`src/rtl/uart_cmd_pkg.sv`:
```
// -----------------------------------------------------------------------------
// uart_cmd_pkg
//   Shared constants and state encodings for the UART command receiver.
//   The host sends fixed 4-byte frames: HDR_BYTE, CMD, DATA, SUM where
//   SUM = CMD ^ DATA. Commands update the run-time configuration that feeds
//   the AD7606 driver and the UART transmitter.
// -----------------------------------------------------------------------------
package uart_cmd_pkg;

    // Frame delimiter and command codes
    localparam logic [7:0] HDR_BYTE     = 8'hAA;
    localparam logic [7:0] CMD_SET_OS   = 8'h01;
    localparam logic [7:0] CMD_SET_MASK = 8'h02;
    localparam logic [7:0] CMD_STREAM   = 8'h03;

    // Largest oversampling code the AD7606 accepts (x64)
    localparam logic [2:0] OS_MAX = 3'd6;

    // Configuration values after reset: no oversampling, all channels, streaming
    localparam logic [2:0] OS_RST     = 3'b000;
    localparam logic [7:0] MASK_RST   = 8'hFF;
    localparam logic       STREAM_RST = 1'b1;

    // Frame parser: state names are the byte position expected next
    typedef enum logic [1:0] {
        P_HDR = 2'd0,
        P_CMD = 2'd1,
        P_DAT = 2'd2,
        P_SUM = 2'd3
    } p_state_t;

    // Byte receiver
    typedef enum logic [1:0] {
        B_IDLE  = 2'd0,
        B_START = 2'd1,
        B_DATA  = 2'd2,
        B_STOP  = 2'd3
    } b_state_t;

endpackage

```
`src/rtl/uart_rx_byte.sv`:
```
// -----------------------------------------------------------------------------
// uart_rx_byte
//   8N1 UART byte receiver. The asynchronous rx line is synchronised through
//   two flops; a falling edge on the synchronised line starts a byte. The
//   start bit is re-checked at mid-bit to reject glitches, then data bits are
//   sampled every BAUD_DIV cycles LSB first, then the stop bit.
//
// Ports
//   clk        in   system clock
//   rst_n      in   asynchronous active-low reset
//   rx         in   asynchronous UART line, idles high
//   byte_vld   out  one-cycle pulse, byte_data holds a good byte
//   byte_data  out  received byte (valid while byte_vld is high)
//   frame_err  out  one-cycle pulse, stop bit sampled low, byte dropped
// -----------------------------------------------------------------------------
module uart_rx_byte
    import uart_cmd_pkg::*;
#(
    parameter int CLK_FREQ = 50_000_000,
    parameter int BAUD     = 115_200
) (
    input  logic       clk,
    input  logic       rst_n,
    input  logic       rx,
    output logic       byte_vld,
    output logic [7:0] byte_data,
    output logic       frame_err
);

    localparam int BAUD_DIV = CLK_FREQ / BAUD;
    localparam int CW       = $clog2(BAUD_DIV);

    localparam logic [CW-1:0] HALF_M1 = CW'(BAUD_DIV / 2 - 1);
    localparam logic [CW-1:0] FULL_M1 = CW'(BAUD_DIV - 1);

    logic          rx_meta;
    logic          rx_s;
    logic          rx_s_d;
    logic          rx_fall;

    b_state_t      b_state;
    b_state_t      b_state_nxt;
    logic [CW-1:0] baud_cnt;
    logic [CW-1:0] baud_cnt_nxt;
    logic [2:0]    bit_cnt;
    logic [2:0]    bit_cnt_nxt;
    logic          shift_en;

    // ---- stage: rx synchroniser and edge detect ----
    always_ff @(posedge clk or negedge rst_n) begin
        if (!rst_n) begin
            rx_meta <= 1'b1;
            rx_s    <= 1'b1;
            rx_s_d  <= 1'b1;
        end else begin
            rx_meta <= rx;
            rx_s    <= rx_meta;
            rx_s_d  <= rx_s;
        end
    end

    assign rx_fall = rx_s_d & ~rx_s;

    // ---- stage: byte FSM ----
    always_ff @(posedge clk or negedge rst_n) begin
        if (!rst_n) begin
            b_state  <= B_IDLE;
            baud_cnt <= '0;
            bit_cnt  <= '0;
        end else begin
            b_state  <= b_state_nxt;
            baud_cnt <= baud_cnt_nxt;
            bit_cnt  <= bit_cnt_nxt;
        end
    end

    always_comb begin
        b_state_nxt  = b_state;
        baud_cnt_nxt = baud_cnt + CW'(1);
        bit_cnt_nxt  = bit_cnt;
        shift_en     = 1'b0;
        byte_vld     = 1'b0;
        frame_err    = 1'b0;
        case (b_state)
            B_IDLE: begin
                baud_cnt_nxt = '0;
                bit_cnt_nxt  = '0;
                if (rx_fall) begin
                    b_state_nxt = B_START;
                end
            end
            B_START: begin
                // Mid-bit re-check: a line already back high was only a glitch
                if (baud_cnt == HALF_M1) begin
                    baud_cnt_nxt = '0;
                    b_state_nxt  = rx_s ? B_IDLE : B_DATA;
                end
            end
            B_DATA: begin
                if (baud_cnt == FULL_M1) begin
                    baud_cnt_nxt = '0;
                    shift_en     = 1'b1;
                    bit_cnt_nxt  = bit_cnt + 3'd1;
                    if (bit_cnt == 3'd7) begin
                        b_state_nxt = B_STOP;
                    end
                end
            end
            B_STOP: begin
                // Leave at mid stop bit so a start bit straight after is caught
                if (baud_cnt == FULL_M1) begin
                    baud_cnt_nxt = '0;
                    b_state_nxt  = B_IDLE;
                    byte_vld     = rx_s;
                    frame_err    = ~rx_s;
                end
            end
            default: begin
                b_state_nxt = B_IDLE;
            end
        endcase
    end

    // ---- stage: data shift register, LSB arrives first ----
    always_ff @(posedge clk) begin
        if (shift_en) begin
            byte_data <= {rx_s, byte_data[7:1]};
        end
    end

endmodule

```
`src/rtl/uart_cmd_rx.sv`:
```
// -----------------------------------------------------------------------------
// uart_cmd_rx
//   Host command receiver. Bytes from uart_rx_byte are assembled into
//   4-byte frames (0xAA, CMD, DATA, SUM). A frame with a matching checksum
//   and a legal command/data pair updates one configuration register and
//   pulses cmd_ok in the same cycle the register changes; any other
//   complete frame pulses cmd_err and leaves the configuration alone.
//   A partial frame is dropped on a framing error or after TIMEOUT_CYC idle
//   cycles.
//
// Ports
//   clk            in   system clock
//   rst_n          in   asynchronous active-low reset
//   rx             in   asynchronous UART line, idles high
//   cfg_os         out  AD7606 oversampling select
//   cfg_ch_mask    out  channel report enable, bit n enables ch(n+1)
//   cfg_stream_en  out  UART reporting enable
//   cmd_ok         out  one-cycle pulse, valid frame applied
//   cmd_err        out  one-cycle pulse, frame rejected
//   frame_err      out  one-cycle pulse, stop bit sampled low
// -----------------------------------------------------------------------------
module uart_cmd_rx
    import uart_cmd_pkg::*;
#(
    parameter int CLK_FREQ    = 50_000_000,
    parameter int BAUD        = 115_200,
    parameter int TIMEOUT_CYC = 500_000
) (
    input  logic       clk,
    input  logic       rst_n,
    input  logic       rx,
    output logic [2:0] cfg_os,
    output logic [7:0] cfg_ch_mask,
    output logic       cfg_stream_en,
    output logic       cmd_ok,
    output logic       cmd_err,
    output logic       frame_err
);

    localparam int TO_W = $clog2(TIMEOUT_CYC + 1);

    localparam logic [TO_W-1:0] TO_MAX = TO_W'(TIMEOUT_CYC);

    logic            vld_p0;
    logic [7:0]      byte_p0;
    logic            ferr_p0;

    p_state_t        p_state;
    p_state_t        p_state_nxt;
    logic [7:0]      cmd_byte;
    logic [7:0]      dat_byte;
    logic            sum_ok;
    logic            cmd_legal;
    logic            ok_p0;
    logic            err_p0;

    logic [TO_W-1:0] to_cnt;
    logic            to_hit;

    // Idle counter increment that holds at TO_MAX instead of wrapping
    function automatic logic [TO_W-1:0] sat_inc(input logic [TO_W-1:0] v);
        return (v == TO_MAX) ? v : v + TO_W'(1);
    endfunction

    uart_rx_byte #(
        .CLK_FREQ (CLK_FREQ),
        .BAUD     (BAUD)
    ) u_rx_byte (
        .clk       (clk),
        .rst_n     (rst_n),
        .rx        (rx),
        .byte_vld  (vld_p0),
        .byte_data (byte_p0),
        .frame_err (ferr_p0)
    );

    assign frame_err = ferr_p0;

    // ---- stage p0: frame parser on received bytes ----
    always_ff @(posedge clk or negedge rst_n) begin
        if (!rst_n) begin
            p_state <= P_HDR;
        end else begin
            p_state <= p_state_nxt;
        end
    end

    always_ff @(posedge clk) begin
        if (vld_p0 && (p_state == P_CMD)) begin
            cmd_byte <= byte_p0;
        end
        if (vld_p0 && (p_state == P_DAT)) begin
            dat_byte <= byte_p0;
        end
    end

    // The SUM byte is checked straight off the receiver, so the verdict is
    // ready in the same cycle as its byte valid.
    always_comb begin
        sum_ok    = (byte_p0 == (cmd_byte ^ dat_byte));
        cmd_legal = 1'b0;
        case (cmd_byte)
            CMD_SET_OS:   cmd_legal = (dat_byte <= {5'd0, OS_MAX});
            CMD_SET_MASK: cmd_legal = 1'b1;
            CMD_STREAM:   cmd_legal = 1'b1;
            default:      cmd_legal = 1'b0;
        endcase
    end

    always_comb begin
        p_state_nxt = p_state;
        ok_p0       = 1'b0;
        err_p0      = 1'b0;
        if (vld_p0) begin
            // A byte always beats a coincident timeout
            case (p_state)
                P_HDR: begin
                    if (byte_p0 == HDR_BYTE) begin
                        p_state_nxt = P_CMD;
                    end
                end
                P_CMD: p_state_nxt = P_DAT;
                P_DAT: p_state_nxt = P_SUM;
                P_SUM: begin
                    p_state_nxt = P_HDR;
                    ok_p0       = sum_ok & cmd_legal;
                    err_p0      = ~(sum_ok & cmd_legal);
                end
                default: p_state_nxt = P_HDR;
            endcase
        end else if ((p_state != P_HDR) && (ferr_p0 || to_hit)) begin
            p_state_nxt = P_HDR;
        end
    end

    // ---- stage p0: partial-frame idle timeout ----
    assign to_hit = (to_cnt == TO_MAX);

    always_ff @(posedge clk or negedge rst_n) begin
        if (!rst_n) begin
            to_cnt <= '0;
        end else if ((p_state == P_HDR) || vld_p0) begin
            to_cnt <= '0;
        end else begin
            to_cnt <= sat_inc(to_cnt);
        end
    end

    // ---- stage p1: result pulses and configuration registers ----
    always_ff @(posedge clk or negedge rst_n) begin
        if (!rst_n) begin
            cmd_ok        <= 1'b0;
            cmd_err       <= 1'b0;
            cfg_os        <= OS_RST;
            cfg_ch_mask   <= MASK_RST;
            cfg_stream_en <= STREAM_RST;
        end else begin
            cmd_ok  <= ok_p0;
            cmd_err <= err_p0;
            if (ok_p0) begin
                case (cmd_byte)
                    CMD_SET_OS:   cfg_os        <= dat_byte[2:0];
                    CMD_SET_MASK: cfg_ch_mask   <= dat_byte;
                    CMD_STREAM:   cfg_stream_en <= dat_byte[0];
                    default:      ;
                endcase
            end
        end
    end

endmodule

```
`config.mk`:
```
export PLATFORM = sky130hd
export DESIGN_NAME = uart_cmd_rx
export DESIGN_NICKNAME = d
export VERILOG_FILES = /design/src/rtl/uart_cmd_pkg.sv /design/src/rtl/uart_rx_byte.sv /design/src/rtl/uart_cmd_rx.sv
export SDC_FILE = /design/constraint.sdc
export NUM_CORES = 1
export LEC_CHECK = 0
export CAP_MARGIN = 5
export CORE_ASPECT_RATIO = 0.5
export CORE_MARGIN = 2
export CORE_UTILIZATION = 40
export CTS_CLUSTER_DIAMETER = 100
export DETAILED_ROUTE_END_ITERATION = 8
export GPL_ROUTABILITY_DRIVEN = 0
export GPL_TIMING_DRIVEN = 0
export PLACE_DENSITY = 0.57
export SLEW_MARGIN = 10
export SYNTH_ARGS = -nofsm -noshare
export SYNTH_HDL_FRONTEND = slang
export SYNTH_HIERARCHICAL = 1
export SYNTH_SLANG_ARGS = --single-unit
```
`constraint.sdc`:
```
create_clock -name clk -period 2.5 [get_ports clk]
set_input_delay 0.375 -clock clk [delete_from_list [all_inputs] [get_ports clk]]
set_output_delay 0.375 -clock clk [all_outputs]
set_load 0.03 [all_outputs]
```
==> flow_summary.json, run 1 <==
{
  "rr_worst_depth": 10,
  "cts.sinks": 76,
  "drc": 0,
  "synth_edf_count": 24,
  "die_w_um": 140,
  "antenna_found_initial": 0,
  "tritoncts": "built",
  "drt_wl_total_um": 7120,
  "arrival_ns": 2.06,
  "netlist_area_mm2": 0.00370,
  "start_util_pct": 41.8,
  "yosysTopAreaCell": "dfrtp_1",
  "synth_compound_area_share_pct": 8.32,
  "critical_path_class": "flop to output pin",
  "powerDensity_mw_per_mm2": 670,
  "finClkSkew_ns": 0.00520,
  "root_buffer": "clkbuf_16",
  "drt_pass1_iterations": 6,
  "wire_per_inst_um": 15.6,
  "startpoint_type": "flop",
  "via_count": 2496,
  "status": "complete, no violations",
  "fin_cells": 456,
  "rsz0062_at_grt": "true",
  "ys_warn_count": 6,
  "drv_slew": 0,
  "slew_headroom_pct": 54.9,
  "numCtsBuffers": 9,
  "synth_top_family_by_area": "simple AND/OR/NAND/NOR gates",
  "finish.net_count": 348,
  "p_int_uw": 2300,
  "critPathLaunch": "u_rx_byte/baud_cnt[1]",
  "syn_nets": 313,
  "p_clk_share_pct": 47.2,
  "setup_violations": 0,
  "synth_area_leaders": "dfrtp_1 27%, edfxtp_1 19%, dfstp_2 8.5%",
  "synthMuxAreaShare_pct": 3.96,
  "clk_pin_slew_ns": 0.06,
  "final_area_mm2": 0.00445,
  "multi_input_comb_area_mm2": 0.00164,
  "power_switching_uw": 685,
  "max-vdd-ir-drop_uv": 351,
  "antenna_cells": 0,
  "p_seq_share_pct": 46.2,
  "yosysMostFrequentCell": "dfrtp_1",
  "seq_area_mm2": 0.00204,
  "synth-xor-area-share_pct": 7.81,
  "p_leak_uw": 0.00177,
  "synth_top_area_share_pct": 27.0,
  "first_global_vias": 2516,
  "synth_commonest_cells": "40 x dfrtp_1, 24 x edfxtp_1, 19 x nand2_1",
  "dieArea_mm2": 0.0101,
  "p_comb_share_pct": 6.6,
  "cts_htree_levels": 3,
  "synth_simple_gate_area_share_pct": 19.4,
  "clock_path_buffers": 2,
  "n_fill_cell": 731,
  "fin_crit_sh_pct": 97.4,
  "r2r-end": "p_state[1]",
  "worst_pin_slew_ns": 0.672,
  "ys_seq_elements": 76,
  "netSwitchingFraction_pct": 23.0,
  "timing.hold.ws_ns": 0.372,
  "ios": 18,
  "place_area_mm2": 0.00404,
  "hpwlAfterDp_um": 4950,
  "grt_remaining_overflow": 0,
  "synth_cell_type_count": 55,
  "finalPower_uw": 2980,
  "grt_first_pass_wirelength_um": 12200,
  "max_freq_mhz": 411,
  "crit_path_end": "frame_err",
  "synth_fa_ha_area_share_pct": 3.72,
  "netlist_instances": 299,
  "cap_violations": 0,
  "seq_area_frac_synth_pct": 55.0,
  "reg2reg_slack_ns": 0.08,
  "end_kind": "output pin",
  "tns_ns": 0,
  "hold_violations": 0,
  "grt_util_all_layers_pct": 15.9,
  "drtIter0Drc": 186,
  "rows": 24,
  "grt_max_degree": 37,
  "dp.cells": 434,
  "viasPerCell": 5.47,
  "r2r_start": "u_rx_byte/baud_cnt[1]",
  "clkLatencyLatePin_ns": 0.34,
  "ys.flop_type": "dfrtp_1",
  "die_h_um": 72.0,
  "antenna_left": 0,
  "coreArea_mm2": 0.00886,
  "syn_area_per_cell_um2": 12.4,
  "cp_max_fo": 5,
  "fin_crit_ns": 2.44,
  "areaGrowthSynthToFinish_pct": 20.2,
  "hold_class": "flop to flop",
  "io_buffers": 17,
  "synthArstFlopShare_pct": 68.4,
  "required_ns": 2.12,
  "layout-drive-gt1-share_pct": 20.4
}
[metal layers]
metal	share of wire (%)	track usage [%]
met1	46	19.3
met2	48	26.7
met3	4.6	5.61
met4	1.5	5.84
met5	0	0
[cells by family after synthesis]
group,count (synthesis)
buf+inv,17
compound gates,44
flops,76
mux,12
fa+ha+maj,11
simple gates,117
xor+xnor,22
[what timing repair did]
item / 4_1_cts / 5_1_grt
hold buffers: 1 / 0
buffers inserted: 3 / 3
hold endpoints to repair: 9 / 0
pin swaps: 2 / 4
setup endpoints to repair: 37 / 30
resized for setup: 13 / 5
[cell type report]
type / instances / area share [%]
flip-flops and latches: 76 / 45.8
inverters: 11 / 0.928
clock inverters: 7 / 2.22
well taps: 117 / 3.29
clock buffers: 9 / 5.06
plain buffers: 5 / 0.450
multi-input cells: 206 / 36.8
repair buffers: 25 / 5.43
[power by group through the flow]
stage,logic (uW),clock network [uW],registers [uW]
after floorplan,128,0,1390
after global placement,169,0,1400
after detailed placement,180,0,1400
after CTS,186,1430,1380
after global routing,222,1490,1380
final,196,1410,1380
[stage by stage]
step / util [%] / worst slack [ns]
finish: 50.2 / 0.0647
CTS: 49.8 / 0.00195
detailed placement: 45.6 / -0.437
global placement: 45.4 / -0.488
floorplan: - / 0.119
global route: 50.2 / -0.0508
[sequential cells by signal, summed over array words and instances, names as in the netlist, named ones only]
| name | count |
|---|---|
| cfg_ch_mask | 8 |
| cmd_ok | 1 |
| u_rx_byte/rx_meta | 1 |
| cmd_err | 1 |
| cfg_stream_en | 1 |
| u_rx_byte/bit_cnt | 3 |
| to_cnt | 19 |
| cmd_byte | 8 |
| u_rx_byte/byte_data | 8 |
| u_rx_byte/b_state | 1 |
| u_rx_byte/rx_s | 1 |
| u_rx_byte/baud_cnt | 9 |
| u_rx_byte/rx_s_d | 1 |
| dat_byte | 8 |
| cfg_os | 3 |
| p_state | 2 |
[placed cells by master, fill, tap and decap left out, types with 4 or more instances in the layout]
cell,n
dfrtp_1,40
edfxtp_1,24
nand2_1,19
nor2_1,17
clkdlybuf4s50_1,15
a21oi_1,14
nand3_1,13
dfstp_2,12
inv_1,10
xor2_1,10
ha_1,10
or3_1,9
clkbuf_16,9
nand4_1,8
o21ai_0,8
mux2_2,8
xnor3_1,7
o211ai_1,7
nor3_1,6
buf_4,6
xnor2_1,5
and2_1,4
and4_1,4
clkbuf_1,4
or4_1,4
a22oi_1,4
[how the worst min path moves through the flow]
| stage | start | end | slack [ns] | cells after the start |
|---|---|---|---|---|
| floorplan | rst_n | cfg_os[0] | 0.08 | 0 |
| global placement | u_rx_byte/rx_meta | u_rx_byte/rx_s | 0.36 | 0 |
| detailed placement | rst_n | u_rx_byte/baud_cnt[0] | 0.35 | 1 |
| CTS | u_rx_byte/rx_meta | u_rx_byte/rx_s | 0.37 | 0 |
| global route | u_rx_byte/rx_meta | u_rx_byte/rx_s | 0.37 | 0 |
| finish | u_rx_byte/rx_meta | u_rx_byte/rx_s | 0.37 | 0 |
[worst max-delay path: stages (launching register included)]
cell,delay (ns)
dfrtp_1,0.40
inv_2,0.07
ha_2,0.16
nand4b_1,0.26
or2_2,0.43
nor4_4,0.19
buf_4,0.21
Power figures use the tool's default switching activity.
==> run 2: changes to the inputs <==
PLACE_DENSITY = 0.55   (was 0.57)
TNS_END_PERCENT = 30   (was not set)
clock period = 2.8 ns   (was 2.5 ns; I/O delays follow)
==> run 2 against run 1 <==
Against the previous run: worst hold slack worse by 0.34 ns; flip-flop and latch count unchanged; cell area down 1.8%; register-to-register slack better by 0.15 ns; final cell count down 0.44%; sequential share of layout area up 0.85 points; non-clock buffer count down 2; combinational power down 18%; routed wire length down 2.9%; setup slack better by 0.10 ns; critical path type unchanged; highest routed layer unchanged.
==> flow_summary.json, run 2 (same netlist as run 1, synthesis figures left out) <==
{
  "root_buffer": "clkbuf_16",
  "finalPower_uw": 2520,
  "cts.sinks": 76,
  "viasPerCell": 5.43,
  "slew_headroom_pct": 29.2,
  "clkLatencyLatePin_ns": 0.34,
  "drt_wl_total_um": 6910,
  "critical_path_class": "flop to output pin",
  "largest_reg_flops": 19,
  "utilization_pct": 49.3,
  "cap_violations": 0,
  "areaGrowthSynthToFinish_pct": 18.0,
  "clock_path_buffers": 2,
  "seq_area_mm2": 0.00204,
  "grt_util_all_layers_pct": 15.2,
  "antenna_left": 0,
  "status": "complete, no violations",
  "coreArea_mm2": 0.00886,
  "end_kind": "output pin",
  "dp.cells": 434,
  "drv_slew": 0,
  "max_freq_mhz": 379,
  "antenna_found_initial": 0,
  "setup_violations": 0,
  "crit_slowest_cell": "dlygate4sd1_1",
  "multi_input_comb_area_mm2": 0.00161,
  "drt_pass1_iterations": 6,
  "hold_violations": 0,
  "tritoncts": "built",
  "wire_per_inst_um": 15.2,
  "path_delay_family": "buffers and inverters",
  "worst_pin_slew_ns": 1.05,
  "fin_crit_sh_pct": 94.1,
  "most-common-layout-cells": "40 x dfrtp_1, 24 x edfxtp_1, 19 x nand2_1",
  "grt_first_pass_wirelength_um": 11800,
  "required_ns": 2.38,
  "p_leak_uw": 0.00174,
  "max-vdd-ir-drop_uv": 320,
  "final_common_cell": "dfrtp_1",
  "finish.net_count": 346,
  "grt_max_degree": 36,
  "fin_crit_ns": 2.64,
  "fin_cells": 454,
  "crit_buf_inv": 3,
  "timing.hold.ws_ns": 0.0294,
  "via_count": 2467,
  "numCtsBuffers": 9,
  "fin_ws_ns": 0.165,
  "cp_max_fo": 4,
  "n_fill_cell": 780,
  "regMostFlops": "to_cnt",
  "finClkSkew_ns": 0.00592,
  "die_h_um": 72.0,
  "critPathMaxStageDelay_ns": 0.42,
  "path_cells": "inv_1 > ha_1 > nand4b_1 > buf_4 > or2_2 > nor4_2 > dlygate4sd1_1",
  "grt_remaining_overflow": 0,
  "drtIter0Drc": 107,
  "startpoint_type": "flop",
  "clk_pin_slew_ns": 0.06,
  "rows": 24,
  "powerDensity_mw_per_mm2": 576,
  "arrival_ns": 2.22,
  "first_global_vias": 2412,
  "drc": 0,
  "ios": 18,
  "antenna_cells": 0,
  "hold_class": "input port to async pin",
  "reg.largest.list": "to_cnt (19), u_rx_byte/baud_cnt (9)",
  "start_util_pct": 41.8,
  "dieArea_mm2": 0.0101,
  "pre_cts_ws_ns": -0.228,
  "die_w_um": 140,
  "hpwlAfterDp_um": 4870,
  "cts_htree_levels": 3,
  "layout-drive-gt1-share_pct": 18.1,
  "io_buffers": 17
}
==> run 2: report_power, final <==
group	internal, uW	switching, uW
clock network	625	503
logic	72.2	87.6
registers	1180	46.4
total	1880	637
==> run 2: what timing repair did <==
item,4_1_cts,5_1_grt
cloned,0,0
pin swaps,0,1
hold buffers,0,0
setup endpoints to repair,22,19
buffers inserted,3,1
resized for setup,4,4
==> run 2: cell type report <==
type | instances | share of cell area [%]
Sequential cell | 76 | 46.6
Multi-Input combinational cell | 206 | 37.0
Clock buffer | 9 | 5.16
Timing Repair Buffer | 22 | 4.90
Tap cell | 117 | 3.35
Clock inverter | 7 | 1.49
Inverter | 11 | 0.946
Buffer | 6 | 0.544
==> run 2: stage by stage <==
step	setup TNS (ns)	instance area (um2)
floorplan	0	3700
global placement	-12.14	4020
detailed placement	-3.46	4030
CTS	0	4360
global route	-0.0000902	4370
finish	0	4370
==> run 2: final timing paths <==
path	from	to	slack, ns	cells past startpoint
setup / recovery	u_rx_byte/baud_cnt[1]	frame_err	0.16	7
hold / removal	rst_n	u_rx_byte/baud_cnt[4]	0.03	1
setup reg to reg	u_rx_byte/baud_cnt[1]	cfg_ch_mask[7]	0.23	11
hold reg to reg	u_rx_byte/rx_meta	u_rx_byte/rx_s	0.36	0
max in group asynchronous	rst_n	cfg_stream_en	2.16	2
min in group clk	u_rx_byte/rx_meta	u_rx_byte/rx_s	0.36	0
==> run 2: routing by layer <==
layer | track usage (%) | vias up | part of all wire, %
met1 | 20.0 | 1227 | 51
met4 | 5.39 | 0 | 1.5
met5 | 0 | - | 0
met2 | 23.7 | 37 | 44
li1 | - | 1194 | -
met3 | 5.41 | 9 | 3.0
==> run 2: worst register-to-register path: cells and delay by family, from the launching register on <==
family / cells / cell delay, ns
buffers and inverters: 3 / 0.46
flip-flops: 1 / 0.39
AND/OR/NAND/NOR: 6 / 1.19
multiplexers: 1 / 0.32
adder cells (fa/ha/maj): 1 / 0.15
